$ cat src/rtl/cla_pkg.sv
// Shared types and constants for the nibble-serial CLA scheduler.
// Nibble width and the sequencer state encoding.
`timescale 1ns/1ps
package cla_pkg;

  localparam int NIBBLE_W = 4;

  typedef enum logic [1:0] {
    S_IDLE = 2'd0,
    S_RUN  = 2'd1,
    S_DONE = 2'd2
  } sched_state_t;

endpackage

$ cat src/rtl/cla4_slice.sv
// 4-bit carry-lookahead adder slice, purely combinational.
// Ports: a, b, c_in -> sum, c_out.
`timescale 1ns/1ps
module cla4_slice (
  input  logic [3:0] a,
  input  logic [3:0] b,
  input  logic       c_in,
  output logic [3:0] sum,
  output logic       c_out
);

  logic [3:0] g;
  logic [3:0] p;
  logic [4:0] c;

  assign g = a & b;
  assign p = a ^ b;

  assign c[0] = c_in;
  assign c[1] = g[0] | (p[0] & c[0]);
  assign c[2] = g[1] | (p[1] & g[0])
              | (p[1] & p[0] & c[0]);
  assign c[3] = g[2] | (p[2] & g[1])
              | (p[2] & p[1] & g[0])
              | (p[2] & p[1] & p[0] & c[0]);
  assign c[4] = g[3] | (p[3] & g[2])
              | (p[3] & p[2] & g[1])
              | (p[3] & p[2] & p[1] & g[0])
              | (p[3] & p[2] & p[1] & p[0] & c[0]);

  assign sum   = p ^ c[3:0];
  assign c_out = c[4];

endmodule

$ cat src/rtl/cla_add_sched.sv
// Round-robin scheduler feeding two requesters into one 4-bit CLA slice.
// Ports: clk/rst, req0_*/req1_* request handshakes, res_* result handshake, busy.
`timescale 1ns/1ps
module cla_add_sched #(
  parameter int WIDTH = 16
) (
  input  logic             clk,
  input  logic             rst,
  input  logic             req0_valid,
  output logic             req0_ready,
  input  logic [WIDTH-1:0] req0_a,
  input  logic [WIDTH-1:0] req0_b,
  input  logic             req0_cin,
  input  logic             req1_valid,
  output logic             req1_ready,
  input  logic [WIDTH-1:0] req1_a,
  input  logic [WIDTH-1:0] req1_b,
  input  logic             req1_cin,
  output logic             res_valid,
  input  logic             res_ready,
  output logic [WIDTH-1:0] res_sum,
  output logic             res_cout,
  output logic             res_id,
  output logic             busy
);
  import cla_pkg::*;

  localparam int NIB = WIDTH / NIBBLE_W;
  localparam int CW  = (NIB > 1) ? $clog2(NIB) : 1;
  localparam logic [CW-1:0] LAST = CW'(NIB - 1);

  sched_state_t     state_q, state_d;
  logic [CW-1:0]    cnt_q, cnt_d;
  logic             carry_q, carry_d;
  logic             last_id_q, last_id_d;
  logic [WIDTH-1:0] a_q, a_d;
  logic [WIDTH-1:0] b_q, b_d;
  logic [WIDTH-1:0] sum_q, sum_d;
  logic             cout_q, cout_d;
  logic             id_q, id_d;

  logic       grant0, grant1;
  logic [3:0] a_nib, b_nib, s_sum;
  logic       s_cout;

  // On contention the requester not served last wins.
  assign grant0 = req0_valid & (~req1_valid | last_id_q);
  assign grant1 = req1_valid & (~req0_valid | ~last_id_q);

  assign req0_ready = ~rst & (state_q == S_IDLE) & grant0;
  assign req1_ready = ~rst & (state_q == S_IDLE) & grant1;

  assign res_valid = (state_q == S_DONE);
  assign busy      = (state_q != S_IDLE);
  assign res_sum   = sum_q;
  assign res_cout  = cout_q;
  assign res_id    = id_q;

  cla4_slice u_slice (
    .a     (a_nib),
    .b     (b_nib),
    .c_in  (carry_q),
    .sum   (s_sum),
    .c_out (s_cout)
  );

  always_comb begin
    a_nib = '0;
    b_nib = '0;
    for (int i = 0; i < NIB; i++) begin
      if (cnt_q == CW'(i)) begin
        a_nib = a_q[i*NIBBLE_W +: NIBBLE_W];
        b_nib = b_q[i*NIBBLE_W +: NIBBLE_W];
      end
    end
  end

  always_comb begin
    state_d   = state_q;
    cnt_d     = cnt_q;
    carry_d   = carry_q;
    last_id_d = last_id_q;
    a_d       = a_q;
    b_d       = b_q;
    sum_d     = sum_q;
    cout_d    = cout_q;
    id_d      = id_q;
    unique case (state_q)
      S_IDLE: begin
        if (req0_ready | req1_ready) begin
          a_d       = req1_ready ? req1_a : req0_a;
          b_d       = req1_ready ? req1_b : req0_b;
          carry_d   = req1_ready ? req1_cin : req0_cin;
          id_d      = req1_ready;
          last_id_d = req1_ready;
          cnt_d     = '0;
          state_d   = S_RUN;
        end
      end
      S_RUN: begin
        for (int i = 0; i < NIB; i++) begin
          if (cnt_q == CW'(i)) begin
            sum_d[i*NIBBLE_W +: NIBBLE_W] = s_sum;
          end
        end
        carry_d = s_cout;
        cnt_d   = cnt_q + 1'b1;
        if (cnt_q == LAST) begin
          cnt_d   = '0;
          cout_d  = s_cout;
          state_d = S_DONE;
        end
      end
      S_DONE: begin
        if (res_ready) begin
          state_d = S_IDLE;
        end
      end
      default: state_d = S_IDLE;
    endcase
  end

  always_ff @(posedge clk) begin
    if (rst) begin
      state_q   <= S_IDLE;
      cnt_q     <= '0;
      carry_q   <= 1'b0;
      last_id_q <= 1'b1;
      a_q       <= '0;
      b_q       <= '0;
      sum_q     <= '0;
      cout_q    <= 1'b0;
      id_q      <= 1'b0;
    end else begin
      state_q   <= state_d;
      cnt_q     <= cnt_d;
      carry_q   <= carry_d;
      last_id_q <= last_id_d;
      a_q       <= a_d;
      b_q       <= b_d;
      sum_q     <= sum_d;
      cout_q    <= cout_d;
      id_q      <= id_d;
    end
  end

endmodule

$ cat config.mk
export PLATFORM = sky130hd
export DESIGN_NAME = cla_add_sched
export DESIGN_NICKNAME = d
export VERILOG_FILES = /design/src/rtl/cla_pkg.sv /design/src/rtl/cla4_slice.sv /design/src/rtl/cla_add_sched.sv
export SDC_FILE = /design/constraint.sdc
export NUM_CORES = 1
export LEC_CHECK = 0
export BUFFER_PORTS_ARGS = -buffer_cell sky130_fd_sc_hd__clkbuf_2
export CORE_ASPECT_RATIO = 0.8
export CORE_MARGIN = 10
export CORE_UTILIZATION = 51
export DETAILED_ROUTE_END_ITERATION = 12
export GPL_TIMING_DRIVEN = 0
export PLACE_DENSITY = 0.91
export SETUP_SLACK_MARGIN = 0.15
export SYNTH_ARGS = -nofsm -noshare
export SYNTH_HDL_FRONTEND = slang
export SYNTH_SLANG_ARGS = --single-unit
$ cat constraint.sdc
create_clock -name clk -period 3.17 [get_ports clk]
set_input_delay 0 -clock clk [delete_from_list [all_inputs] [get_ports clk]]
set_output_delay 0 -clock clk [all_outputs]
set_load 0.02 [all_outputs]
==> After elaboration in Yosys (flattened, before gate mapping) <==
Cells that the tools add are included.
{ "totals": {"regBits": 56, "input_bits": 71} }
{ "classes": {"add_sub_neg": 1, "eq_ne": 8, "muxes": 20, "bitwise_logic": 41, "n_reduce_logical": 11} }
{ "op_table": {"columns": ["operator", "count"], "rows": [
  ["$mux 16", 2],
  ["$mux 4", 8],
  ["$and 1x1->1", 21],
  ["$or 1x1->1", 13],
  ["$reduce_and 2->1", 6],
  ["$mux 2", 5],
  ["$xor 4x4->4", 2],
  ["$eq 2x2->1 const B", 3],
  ["$pmux 2 s3", 1],
  ["$and 4x4->4", 1],
  ["$eq 2x1->1 const B", 2],
  ["$logic_not 2->1", 2],
  ["$ne 2x1->1 const B", 2],
  ["$not 1->1", 4],
  ["$pmux 2 s2", 1],
  ["$reduce_bool 2->1", 2],
  ["$reduce_and 3->1", 1],
  ["$add 2x1->2 const B", 1],
  ["$mux 1", 2],
  ["$ne 2x2->1 const B", 1],
  ["$pmux 1 s2", 1]
]} }

==> Logic depth before layout (Yosys ltp) <==
{ "logic_depth": {"ltp_word": 12, "ltp_mapped": 12, "ltp_nobuf": 11} }

==> By module <==
Synthesis repeated with hierarchy kept, for this count alone.
{ "unflattened": {"hier_cells": 373, "hier_area_um2": 3125.5} }
{ "modules_own_cells": {"columns": ["module", "instances", "cells_each", "area_per_inst_um2", "seq_area_each_um2"], "rows": [
  ["cla_add_sched", 1, 356, 2977.9, 1121.1],
  ["cla4_slice", 1, 17, 147.6, 0.0]
]} }

==> Least setup slack after synthesis <==
No wires, ideal clock.
{ "synth_path": {"kind": "flip-flop to flip-flop", "startpoint": "register cnt_q[0]", "endpoint": "register sum_q[11], in the netlist res_sum[11]", "setup_time_ns": 0.087, "arrival_time_ns": 2.450, "required_time_ns": 3.083, "path_slack_ns": 0.633, "stages_incl_launch_ff": 13, "period_less_slack_ns": 2.537, "cell_sequence": "dfxtp_1 > inv_1 > ha_1 > clkbuf_1 > nand3b_1 > a21oi_1 > a21oi_1 > o21ai_0 > ha_1 > a21o_1 > a22o_1 > a21o_1 > o31ai_1"} }
{ "synth_via": {"elab_chain_len": 11, "word_cells_on_any_way": 24} }
{ "synth_lines": {"columns": ["element", "line", "source"], "rows": [
  ["start, declared", "cla_add_sched.sv:33", "logic [CW-1:0] cnt_q, cnt_d;"],
  ["start signal, assigned", "cla_add_sched.sv:136", "cnt_q <= cnt_d;"],
  ["$logic_not 2->1", "cla_add_sched.sv:71", "if (cnt_q == CW'(i)) begin"],
  ["$mux 4 (4 in a row)", "cla_add_sched.sv:71", null],
  ["$xor 4x4->4 or $and 4x4->4 (tied branches)", "cla4_slice.sv:17, cla4_slice.sv:16", null],
  ["$and 1x1->1 (on tied branches)", "cla4_slice.sv:23, cla4_slice.sv:24, cla4_slice.sv:25", null],
  ["$or 1x1->1 (tied with other cells)", "cla4_slice.sv:23", "assign c[3] = g[2] | (p[2] & g[1])"],
  ["$or 1x1->1 or $and 1x1->1 (tied branches)", "cla4_slice.sv:24, cla4_slice.sv:25", null],
  ["$or 1x1->1", "cla4_slice.sv:25", "| (p[2] & p[1] & p[0] & c[0]);"],
  ["$xor 4x4->4", "cla4_slice.sv:31", "assign sum = p ^ c[3:0];"],
  ["end signal, assigned", "cla_add_sched.sv:141", "sum_q <= sum_d;"],
  ["end, declared", "cla_add_sched.sv:38", "logic [WIDTH-1:0] sum_q, sum_d;"]
]} }
Parallel ways exist; a longest one is shown, timed or not.
A chain may end at the register's enable or synchronous reset.

==> Worst setup path after layout <==
{ "layout_path": {"startpoint": "register cnt_q[0]", "endpoint": "register sum_q[15], in the netlist res_sum[15]"} }
The elaborated chain is that of the path after synthesis.

==> flow_summary.ini <==
[outcome]
status = finished, violations left
violations = hold timing

[place]
gp_congestion = 0.859
dp_hpwl_mm = 6.63
numPortBuffers = 91
dpl-instance-area_um2 = 3410

[final_layout]
final_common_cell = clkbuf_2
multi_input_area_um2 = 1530
finish.instance_area_um2 = 3820
area_growth_syn_to_layout_pct = 33.9
nFillCells = 388
drive_above_1_share = 0.276
final_cell_mix = clkbuf_2, dfxtp_1, nor2_1, mux2i_1, a211oi_1
register_area_um2 = 1120
nets = 532

[timing]
fin_crit_sh = 0.884
period_needed_ns = 2.80
setup-tns-final_ns = 0
fin_skew_ns = 0.00753
hold_ws_ns = -0.00442
hold_viol_final = 1
rsz0062_at_grt = no
max-slew-margin-rel = 0.634
setup_viol = 0
fmax_mhz = 357
finalMaxSlewViolations = 0
tightest_slew_ns = 0.549

[pwr]
peakVddDrop_v = 0.000199
p_leak_nw = 1.82
power_per_cell_area_nw_per_um2 = 406

[die]
io_pins = 93
fp.dieW_um = 104
die_h_um = 86.9
dieArea_um2 = 9000
rows = 24
coreArea_um2 = 5440
initial_core_util = 0.525

[route]
viasPerCell = 5.58
routed-via-count = 2971
post_drt_wl_per_cell_um = 17.0
firstDrtPassIters = 4
drt_first_iter_violations = 166
final_antenna_net_count = 0
wl_mm = 9.04
drc_errors = 0

[setup_path]
slowest_delay_ns = 0.41
r2r-start = cnt_q[0]
r2r_cells = 12
crit_arrival_ns = 3.03
path_cells = inv_1 > ha_1 > clkbuf_2 > nand3b_1 > a21oi_1 > a21oi_1 > o21ai_0 > ha_1 > and3_1 > a22o_1 > a21o_1 > o31ai_1
crit_fanout = 10
worstSetupPathDepth = 12
rrSetupSlack_ns = 0.37
r2r_end = res_sum[15]
slowest_stage = dfxtp_1
cp.required_ns = 3.39
cp-startpoint = cnt_q[0]
critPathKind = reg2reg
crit_end = res_sum[15]
cp-end-kind = flip-flop
worstPathBufferInverterCount = 2
critPathTopFamily = compound AO/OA/AOI/OAI gates
crit_path_start_kind = flip-flop

[clock_tree]
cts_tree = yes
clk_path_buf_depth = 2
htreeDepth = 2
clkTransAtPathRegs_ns = 0.10
cts_buffers = 5
clk_latency_ns = 0.31
cts_num_sinks = 56
clock-root-buffer = clkbuf_8

[logic_synthesis]
yosysWarnings = 0
synth_top_cell_by_area = dfxtp_1
synth_cell_type_count = 39
synth-edff-count = 0
ys.flop_type = dfxtp_1
async_reset_ff_frac = 0
synth_area_leaders = dfxtp_1, mux2i_1, a211oi_1, a21oi_1, nor2_1
syn-num-nets = 403
yosysSeqAreaShare = 0.393
syn-cell-area_um2 = 2850
synth_cells = 323
avgSynthCellArea_um2 = 8.83
synth.top_cell.area_share = 0.393
ys_ff_latch = 56

[global_route]
grt_pass1_wl_mm = 14.7
grt_max_degree = 19
antenna_found_initial = 1
grt_usage = 0.195
grt_pass1_vias = 3088
grt_overflow_total = 0

[run]
maxCapViolations = 0

[worst_hold_path]
hold_class = in2reg
-- cells in the mapped netlist (2+ instances only) --
library cell  count
o21ai_0          12
buf_12            2
nand3_2           2
buf_4             3
clkbuf_1          9
o211ai_1          2
inv_1             6
nand2_1          27
a211oi_1         32
ha_1              8
dfxtp_1          56
a311oi_1          4
a21o_1            3
nand3b_1          8
a21oi_1          28
mux2i_1          32
nand2b_1          3
a211o_1           2
nor3_1            3
nand3_1          15
o31ai_1           4
nor2_1           35
nor2b_1           2
buf_6             2
buf_2             9
-- stage by stage --
step                setup WS [ns]  power [mW]  instances  utilization  hold slack [ns]
finish                      0.368        1.55        532        0.703         -0.00442
global route                0.163        1.62        532        0.703          0.00159
CTS                         0.168        1.54        530        0.699         0.000402
detailed placement          0.134        1.13        492        0.627            0.274
global placement            0.212        1.11        492        0.627            0.271
floorplan                   0.633        1.01        323            -            0.182
-- how the worst min path moves through the flow --
stage,cells after the start,to,startpoint
floorplan,2,state_q[1],res_ready
global placement,3,state_q[1],res_ready
detailed placement,3,state_q[1],res_ready
CTS,3,a_q[15],req0_a[15]
global route,3,a_q[10],req1_a[10]
finish,3,a_q[10],req1_a[10]
-- registers in the layout, indices dropped and copies added, names as in the netlist --
| register | count |
|---|---|
| res_cout | 1 |
| b_q | 16 |
| a_q | 16 |
| res_id | 1 |
| res_sum | 16 |
| carry_q | 1 |
| state_q | 2 |
| last_id_q | 1 |
| cnt_q | 2 |
-- power breakdown --
part	switching, mW	total, mW	leakage (nW)	internal [mW]
sequential	0.0315	0.782	0.458	0.750
combinational	0.192	0.368	1.32	0.176
clock	0.244	0.401	0.0404	0.157
total	0.468	1.55	1.82	1.08
-- metal layers --
metal | wire length, um | up-vias | global-route usage
li1 | - | 1415 | -
met1 | 3800 | 1380 | 0.234
met2 | 4290 | 151 | 0.331
met3 | 686 | 25 | 0.0510
met4 | 264 | 0 | 0.0729
met5 | 0 | - | 0
-- logic make-up after synthesis --
group                      count (synthesis)  synth area share
and+or+nand+nor                           99             0.165
muxes                                     32             0.112
AOI/OAI and AO/OA                         93             0.213
adders and majority gates                  9            0.0421
DFF                                       56             0.393
xor gates and xnor gates                   1           0.00307
buffers and inverters                     33            0.0719
-- layout make-up --
cell class | count | share of cell area
Sequential cell | 56 | 0.294
Timing Repair Buffer | 122 | 0.201
Buffer | 27 | 0.0488
Tap cell | 78 | 0.0256
Clock inverter | 3 | 0.00623
Inverter | 6 | 0.00590
Antenna cell | 1 | 0.000655
Clock buffer | 5 | 0.0180
Multi-Input combinational cell | 234 | 0.401
-- worst reg2reg max path, stage by stage, from the launching register on --
cell and delay (ns):
dfxtp_1 0.41, inv_1 0.09, ha_1 0.24, clkbuf_2 0.23
nand3b_1 0.15, a21oi_1 0.07, a21oi_1 0.19, o21ai_0 0.11
ha_1 0.34, and3_1 0.18, a22o_1 0.26, a21o_1 0.23
o31ai_1 0.22
-- what timing repair did --
| action | 4_1_cts | 5_1_grt |
|---|---|---|
| hold buffers | 30 | 1 |
| setup buffers | 0 | 0 |
| endpoints found under the hold margin | 30 | 1 |
| cloned | 0 | 0 |
| endpoints found under the setup margin | 3 | 10 |
| resized for setup | 1 | 7 |
No activity file was read; power rests on OpenSTA's default activity.
